File: src/rtl/avalon_bus_matrix_arbiter_rr.sv
// Slave-port arbiter for the Avalon bus matrix: fixed-priority or round-robin
// selection of NUM_PORTS masters, grant held for the whole transfer.
//
// Ports:
//   clk, rst     - clock, asynchronous active-high reset
//   Req_i        - per-master level request, bit n = master n
//   Done_i       - one-cycle end-of-transfer pulse from the slave side
//   Grant_o      - registered one-hot grant, zero when idle
//   PortSel_o    - registered binary index of the granted master, 0 when idle
//   PortNoSel_o  - registered "no master granted" flag (= ~|Grant_o)

module avalon_bus_matrix_arbiter_rr #(
  parameter int NUM_PORTS = 5,
  parameter int SEL_W     = 3,
  parameter int RR_MODE   = 1,
  parameter int MAX_HOLD  = 16
) (
  input  logic                 clk,
  input  logic                 rst,
  input  logic [NUM_PORTS-1:0] Req_i,
  input  logic                 Done_i,
  output logic [NUM_PORTS-1:0] Grant_o,
  output logic [SEL_W-1:0]     PortSel_o,
  output logic                 PortNoSel_o
);

  localparam logic [0:0] ST_IDLE    = 1'b0;
  localparam logic [0:0] ST_GRANTED = 1'b1;

  // Counter only needs to reach MAX_HOLD-1, where it saturates.
  localparam int HOLD_W = (MAX_HOLD > 2) ? $clog2(MAX_HOLD) : 1;
  localparam int HOLD_L = (MAX_HOLD > 0) ? MAX_HOLD - 1 : 0;
  localparam logic [HOLD_W-1:0] HOLD_LAST = HOLD_W'(HOLD_L);
  localparam bit HOLD_EN = (MAX_HOLD != 0);

  logic [0:0]           state_q;
  logic [NUM_PORTS-1:0] grant_q;
  logic [SEL_W-1:0]     sel_q;
  logic                 nosel_q;
  logic [HOLD_W-1:0]    hold_q;
  logic [SEL_W-1:0]     last_q;

  logic                 owner_req;
  logic                 others_req;
  logic                 timeout;
  logic                 rel;
  logic                 arb;
  logic                 any_req;
  logic [SEL_W-1:0]     win_idx;
  logic [NUM_PORTS-1:0] win_oh;

  // Release / arbitration enables.
  always_comb begin
    owner_req  = |(Req_i & grant_q);
    others_req = |(Req_i & ~grant_q);
    any_req    = |Req_i;
    // A saturated counter with nobody else waiting keeps the grant.
    timeout    = HOLD_EN && (hold_q == HOLD_LAST) && others_req;
    rel        = (state_q == ST_GRANTED) &&
                 (Done_i || !owner_req || timeout);
    arb        = (state_q == ST_IDLE) || rel;
  end

  // Winner selection.
  always_comb begin
    int  idx;
    logic found;
    idx     = 0;
    found   = 1'b0;
    win_idx = '0;
    if (RR_MODE != 0) begin
      // Search last+1 .. last+NUM_PORTS, wrapping; the released port is
      // therefore visited last.
      for (int k = 1; k <= NUM_PORTS; k++) begin
        idx = int'(last_q) + k;
        if (idx >= NUM_PORTS) idx = idx - NUM_PORTS;
        if (!found && Req_i[idx]) begin
          found   = 1'b1;
          win_idx = SEL_W'(idx);
        end
      end
    end else begin
      // Scan downward so the lowest asserted index is written last.
      for (int k = NUM_PORTS - 1; k >= 0; k--) begin
        if (Req_i[k]) win_idx = SEL_W'(k);
      end
    end
    win_oh = NUM_PORTS'(1) << win_idx;
  end

  always_ff @(posedge clk or posedge rst) begin
    if (rst) begin
      state_q <= ST_IDLE;
      grant_q <= '0;
      sel_q   <= '0;
      nosel_q <= 1'b1;
      hold_q  <= '0;
      last_q  <= SEL_W'(NUM_PORTS - 1);
    end else if (arb) begin
      if (any_req) begin
        state_q <= ST_GRANTED;
        grant_q <= win_oh;
        sel_q   <= win_idx;
        nosel_q <= 1'b0;
        hold_q  <= '0;
        last_q  <= win_idx;
      end else begin
        state_q <= ST_IDLE;
        grant_q <= '0;
        sel_q   <= '0;
        nosel_q <= 1'b1;
        hold_q  <= '0;
      end
    end else if (hold_q != HOLD_LAST) begin
      hold_q <= hold_q + HOLD_W'(1);
    end
  end

  assign Grant_o     = grant_q;
  assign PortSel_o   = sel_q;
  assign PortNoSel_o = nosel_q;

endmodule

File: config.mk
export PLATFORM = sky130hd
export DESIGN_NAME = avalon_bus_matrix_arbiter_rr
export DESIGN_NICKNAME = d
export VERILOG_FILES = /design/src/rtl/avalon_bus_matrix_arbiter_rr.sv
export SDC_FILE = /design/constraint.sdc
export NUM_CORES = 1
export LEC_CHECK = 0
export ABC_AREA = 0
export CAP_MARGIN = 20
export CORE_AREA = 2 2 81 83
export CTS_BUF_LIST = sky130_fd_sc_hd__clkbuf_16
export DETAILED_ROUTE_END_ITERATION = 12
export DIE_AREA = 0 0 83 85
export GPL_ROUTABILITY_DRIVEN = 0
export SLEW_MARGIN = 5
export SYNTH_ARGS = -nofsm -noshare
export SYNTH_HDL_FRONTEND = slang
export SYNTH_SLANG_ARGS = --single-unit
File: constraint.sdc
create_clock -name clk -period 3.1 [get_ports clk]
set_input_delay 0.62 -clock clk [delete_from_list [all_inputs] [get_ports clk]]
set_output_delay 0.62 -clock clk [all_outputs]
set_load 0.01 [all_outputs]
==> results.py, run 1 <==
metrics = {
    "clocking": {
        "cts.sinks": 17,
        "clk_latency_ns": 0.25,
        "cts-htree-levels": 1,
        "cts_tree": "built",
        "clk_pin_slew_ns": 0.05,
        "cts_buffers": 3,
        "cts_buffer_depth": 2,
        "clock-root-buffer": "clkbuf_16",
    },
    "logic_synthesis": {
        "synth.avg_cell_area_um2": 8.35,
        "synth_most_common_cell": "nor2_1",
        "synth_area_leaders": "dfrtp_1 18%, ha_1 7.7%, o21ai_0 3.6%",
        "synthCells": 253,
        "synth_ff_type": "dfrtp_1",
        "yosys.cell_types.count": 75,
        "ys_seq_area_share_pct": 20.2,
        "synth_top_area_share_pct": 17.8,
        "synth_edf_count": 0,
        "synth.largest_area_cell": "dfrtp_1",
        "synth_common_cells": "18 x nor2_1, 16 x nand2_1, 15 x dfrtp_1, 15 x o21ai_0, 13 x ha_1",
        "synthArstFlopShare_pct": 100,
        "ys.warnings.count": 0,
        "syn_nets": 274,
        "syn-cell-area_um2": 2110,
        "ys_ff_latch": 17,
    },
    "global_routing": {
        "top_usage_layer": "met2",
        "grt_antenna_before_repair": 0,
        "grt_pass1_wl_mm": 10.4,
        "gr-usage-met1_pct": 25.2,
        "overflow": 0,
        "grt_util_met2_pct": 28.2,
        "grt_pass1_vias": 2106,
        "grtUsageTotal_pct": 17.4,
        "grt_use_met3_pct": 1.65,
        "grt_max_degree": 21,
    },
    "die": {
        "dieArea_um2": 7060,
        "die_y_um": 85,
        "io-pin-count": 17,
        "fp-row-count": 29,
        "start_util_pct": 34.1,
        "core-area_um2": 6200,
        "die_w_um": 83,
    },
    "finish": {
        "multi_input_area_um2": 1680,
        "layout.cells.non_filler": 364,
        "fin_nets": 309,
        "area_growth_pct": 28.2,
        "seqCellArea_um2": 428,
        "nFillCells": 617,
        "drive_gt1_share_pct": 24.7,
        "diodes": 0,
    },
    "route": {
        "routed_via_density": 6.01,
        "vias": 2188,
        "antenna_left": 0,
        "first_iter_violations": 173,
        "route.detailed.drc": 0,
        "detail_route.wl_per_cell_um": 17.6,
        "dr.pass1.iters": 9,
        "wl_mm": 6.40,
    },
    "placement": {
        "dp.cells": 357,
        "hpwlAfterDp_mm": 4.65,
        "io_buffer_count": 16,
    },
    "sta": {
        "worst_pin_slew_ns": 0.638,
        "final_max_slew_viol_count": 0,
        "rsz0062_at_grt": "true",
        "period_share_pct": 97.1,
        "fin_skew_ns": 0.00247,
        "hold_violations": 0,
        "relSlewSlack_pct": 57.4,
        "setup_violations": 0,
        "max_freq_mhz": 332,
        "finalCriticalPeriod_ns": 3.01,
    },
    "worst_setup_path": {
        "rr_startpoint": "last_q[1]$_DFFE_PP0P_",
        "cp.required_ns": 3.23,
        "r2r_slack_ns": 0.09,
        "cp-start-kind": "flip-flop",
        "critPathCaptureType": "flip-flop",
        "path_max_fanout": 7,
        "rr_endpoint": "Grant_o[0]$_DFFE_PP0P_",
        "worstSetupPathType": "flip-flop to flip-flop",
        "rr_worst_depth": 12,
        "cp.arrival_ns": 3.14,
    },
    "run_status": {
        "outcome": "finished clean",
    },
    "hold_path": {
        "hold_path_end": "PortNoSel_o$_DFFE_PP1P_",
        "min_from": "PortNoSel_o$_DFFE_PP1P_",
        "holdPathStages": 2,
        "hold_class": "flip-flop to flip-flop",
    },
    "flow_run": {
        "maxCapViolCount": 0,
    },
}
==> final cells by class <==
cell class / instances / share of cell area (%)
multi-input combinational: 209 / 61.9
tap: 77 / 3.56
clock buffer: 3 / 2.77
clock inverter: 1 / 0.185
timing repair buffer: 44 / 13.8
sequential: 17 / 15.8
inverter: 13 / 1.94
==> timing repair <==
| item | 4_1_cts | 5_1_grt |
|---|---|---|
| pin swaps | 0 | 2 |
| endpoints found under the hold margin | 0 | 0 |
| resized for setup | 1 | 26 |
| cloned | 0 | 1 |
| endpoints found under the setup margin | 2 | 10 |
| setup buffers | 0 | 2 |
| hold buffers | 0 | 0 |
==> flip-flops by register name, indices dropped and copies added (netlist names) <==
signal / count
Grant_o: 5
hold_q: 4
PortSel_o: 3
last_q: 3
PortNoSel_o: 1
state_q: 1
==> worst max-delay path: stages (launching register included) <==
cell	delay (ns)
dfrtp_1	0.42
inv_1	0.12
buf_4	0.20
ha_2	0.26
nand2b_2	0.13
a211oi_4	0.33
a311oi_2	0.08
a311oi_2	0.32
buf_4	0.21
o32ai_2	0.09
o22a_1	0.23
o22a_1	0.27
a32o_1	0.24
==> per-layer routing <==
layer,part of all wire (%),routed length (um)
met2,46,2930
met5,0,0
met4,2.3,146
met1,47,2980
met3,5.2,332
==> cell families after synthesis <==
family	synth area share, %
flops	20.2
xor+xnor	3.20
buf+inv	6.75
compound gates	33.7
simple gates	24.0
fa+ha+maj	7.70
mux	4.44
==> how the worst max path moves through the flow <==
| stage | depth (start not counted) | start | slack [ns] | to |
|---|---|---|---|---|
| after floorplan | 13 | last_q[0]$_DFFE_PP0P_ | 0.06 | Grant_o[0]$_DFFE_PP0P_ |
| after global placement | 8 | Req_i[3] | 0.007 | PortSel_o[0]$_DFFE_PP0P_ |
| after detailed placement | 8 | Req_i[3] | -0.02 | PortSel_o[0]$_DFFE_PP0P_ |
| after CTS | 10 | last_q[0]$_DFFE_PP0P_ | 0.03 | PortSel_o[0]$_DFFE_PP0P_ |
| after global routing | 11 | last_q[1]$_DFFE_PP0P_ | -0.05 | PortSel_o[0]$_DFFE_PP0P_ |
| final | 12 | last_q[1]$_DFFE_PP0P_ | 0.09 | Grant_o[0]$_DFFE_PP0P_ |
==> stage by stage <==
step	worst slack, ns	hold slack, ns	TNS [ns]	area [um2]	utilization, %
after floorplan	0.0617	0.465	0	2110	-
after global placement	0.00677	0.451	0	2470	39.8
after CTS	0.0342	0.467	0	2560	41.3
final	0.0888	0.462	0	2710	43.7
after detailed placement	-0.0217	0.456	-0.0300	2470	39.8
after global routing	-0.0451	0.500	-0.176	2710	43.7
==> cells in the final DEF (no fill, tap or decap), types with 4 or more instances in the layout <==
master / instances
o21ai_0: 13
nand2_1: 16
nand2b_1: 6
a31oi_1: 4
clkdlybuf4s50_1: 16
dfrtp_1: 15
and2_1: 4
ha_1: 9
a21oi_1: 9
nor3_1: 4
o211a_1: 4
nand3_1: 9
buf_4: 27
inv_1: 11
a211oi_1: 4
mux2i_1: 5
o21ai_1: 4
nor2b_1: 7
nor2_1: 18
Power of run 1 is left out: the tool's default activity adds up to more than one toggle a clock period on the data nets, which glitch-free logic cannot reach.
==> inputs of run 2 (changes only) <==
Settings changed: SKIP_CTS_REPAIR_TIMING set to 1.
Clock period 3.1 ns to 3.4 ns, I/O delays scaled along.
==> results.py, run 2 (synthesized netlist as in run 1, its figures left out) <==
metrics = {
    "run_status": {
        "outcome": "finished clean",
    },
    "die": {
        "fp-row-count": 29,
        "dieArea_um2": 7060,
        "io-pin-count": 17,
        "start_util_pct": 34.1,
        "die_y_um": 85,
        "die_w_um": 83,
        "core-area_um2": 6200,
    },
    "finish": {
        "nFillCells": 633,
        "diodes": 0,
        "drive_gt1_share_pct": 15.9,
        "multi_input_area_um2": 1560,
        "mostFrequentLayoutCells": "18 x nor2_1, 18 x buf_4, 16 x nand2_1, 16 x clkdlybuf4s50_1",
        "fin_nets": 298,
        "area_growth_pct": 18.5,
        "largest_reg_flops": 5,
        "fin_util_pct": 40.4,
        "seqCellArea_um2": 428,
    },
    "global_routing": {
        "grt_pass1_vias": 1980,
        "grt_max_degree": 26,
        "grt_antenna_before_repair": 0,
        "grtUsageTotal_pct": 17.2,
        "grt_pass1_wl_mm": 10.2,
        "overflow": 0,
    },
    "clocking": {
        "cts.sinks": 17,
        "cts_tree": "built",
        "clk_pin_slew_ns": 0.05,
        "cts_buffer_depth": 2,
        "clock-root-buffer": "clkbuf_16",
        "cts_buffers": 3,
        "cts-htree-levels": 1,
        "clk_latency_ns": 0.25,
    },
    "hold_path": {
        "hold_class": "flip-flop to flip-flop",
    },
    "route": {
        "antenna_left": 0,
        "first_iter_violations": 163,
        "routed_via_density": 6.07,
        "route.detailed.drc": 0,
        "dr.pass1.iters": 5,
        "detail_route.wl_per_cell_um": 16.9,
        "vias": 2141,
        "wl_mm": 5.98,
    },
    "worst_setup_path": {
        "cp_top_family": "compound AO/OA/AOI/OAI gates",
        "worstSetupPathType": "flip-flop to flip-flop",
        "cp_slowest_stage_delay_ns": 0.47,
        "critPathCaptureType": "flip-flop",
        "r2r_slack_ns": 0.25,
        "path_max_fanout": 9,
        "cp_num_buf_inv": 2,
        "path_cells": "inv_1 > buf_4 > ha_1 > xnor2_4 > a211oi_1 > a2111o_1 > o211a_1 > o32ai_1 > o22a_1 > o22ai_1 > mux2_2",
        "cp.arrival_ns": 3.28,
        "crit_path_top_delay_cell": "dfrtp_1",
        "cp.required_ns": 3.53,
        "cp-start-kind": "flip-flop",
    },
    "sta": {
        "worst_pin_slew_ns": 0.652,
        "finalCriticalPeriod_ns": 3.15,
        "relSlewSlack_pct": 56.5,
        "period_share_pct": 92.5,
        "hold_violations": 0,
        "rsz0062_at_grt": "false",
        "final_max_slew_viol_count": 0,
        "setup_violations": 0,
        "max_freq_mhz": 318,
        "fin_skew_ns": 0.00254,
        "worst_slack_ns": 0.254,
        "tns_ns": 0,
    },
    "flow_run": {
        "maxCapViolCount": 0,
    },
    "placement": {
        "io_buffer_count": 16,
        "post-place-ws_ns": 0.187,
        "hpwlAfterDp_mm": 4.46,
    },
}
-- run 2: changes by cell type in the layout (fill, tap and decap cells not counted), moves of 2 or more --
cell / before / now
buf_4: 27 / 18
a21oi_1: 9 / 12
a21oi_2: 3 / 0
ha_1: 9 / 12
ha_4: 2 / 0
o21ai_0: 13 / 15
-- run 2: area by class of cell --
class / count / area share (%)
well taps: 77 / 3.85
flip-flops and latches: 17 / 17.1
repair buffers: 34 / 11.8
multi-input cells: 208 / 62.1
clock inverters: 1 / 0.200
clock buffers: 3 / 3.00
inverters: 13 / 1.95
-- run 2: per-stage QoR --
| step | instances | cell area, um2 | hold slack (ns) |
|---|---|---|---|
| floorplan | 253 | 2110 | 0.465 |
| global placement | 349 | 2410 | 0.448 |
| detailed placement | 349 | 2410 | 0.451 |
| CTS | 353 | 2490 | 0.462 |
| global route | 353 | 2500 | 0.480 |
| finish | 353 | 2500 | 0.462 |
-- run 2: path summary, 6_finish.rpt --
kind	startpoint	to	cells past startpoint
setup / recovery	last_q[1]$_DFFE_PP0P_	PortSel_o[0]$_DFFE_PP0P_	11
hold / removal	PortNoSel_o$_DFFE_PP1P_	PortNoSel_o$_DFFE_PP1P_	2
setup reg to reg	last_q[1]$_DFFE_PP0P_	PortSel_o[0]$_DFFE_PP0P_	11
hold reg to reg	PortNoSel_o$_DFFE_PP1P_	PortNoSel_o$_DFFE_PP1P_	2
max in group asynchronous	rst	last_q[1]$_DFFE_PP0P_	2
min in group asynchronous	rst	hold_q[1]$_DFFE_PP0P_	2
-- run 2: tightest hold or removal path, stage by stage, from the launching register on --
cell and delay (ns):
dfstp_2 0.37, nand2_1 0.05, nand2_1 0.05
-- run 2: per-layer routing --
metal | wire length [um] | GRT usage, % | up-vias
met2 | 2730 | 26.6 | 86
met3 | 305 | 1.95 | 14
met1 | 2830 | 25.4 | 1031
li1 | - | - | 1010
met5 | 0 | 0 | -
met4 | 118 | 4.47 | 0
Power of run 2 is left out for the same reason.
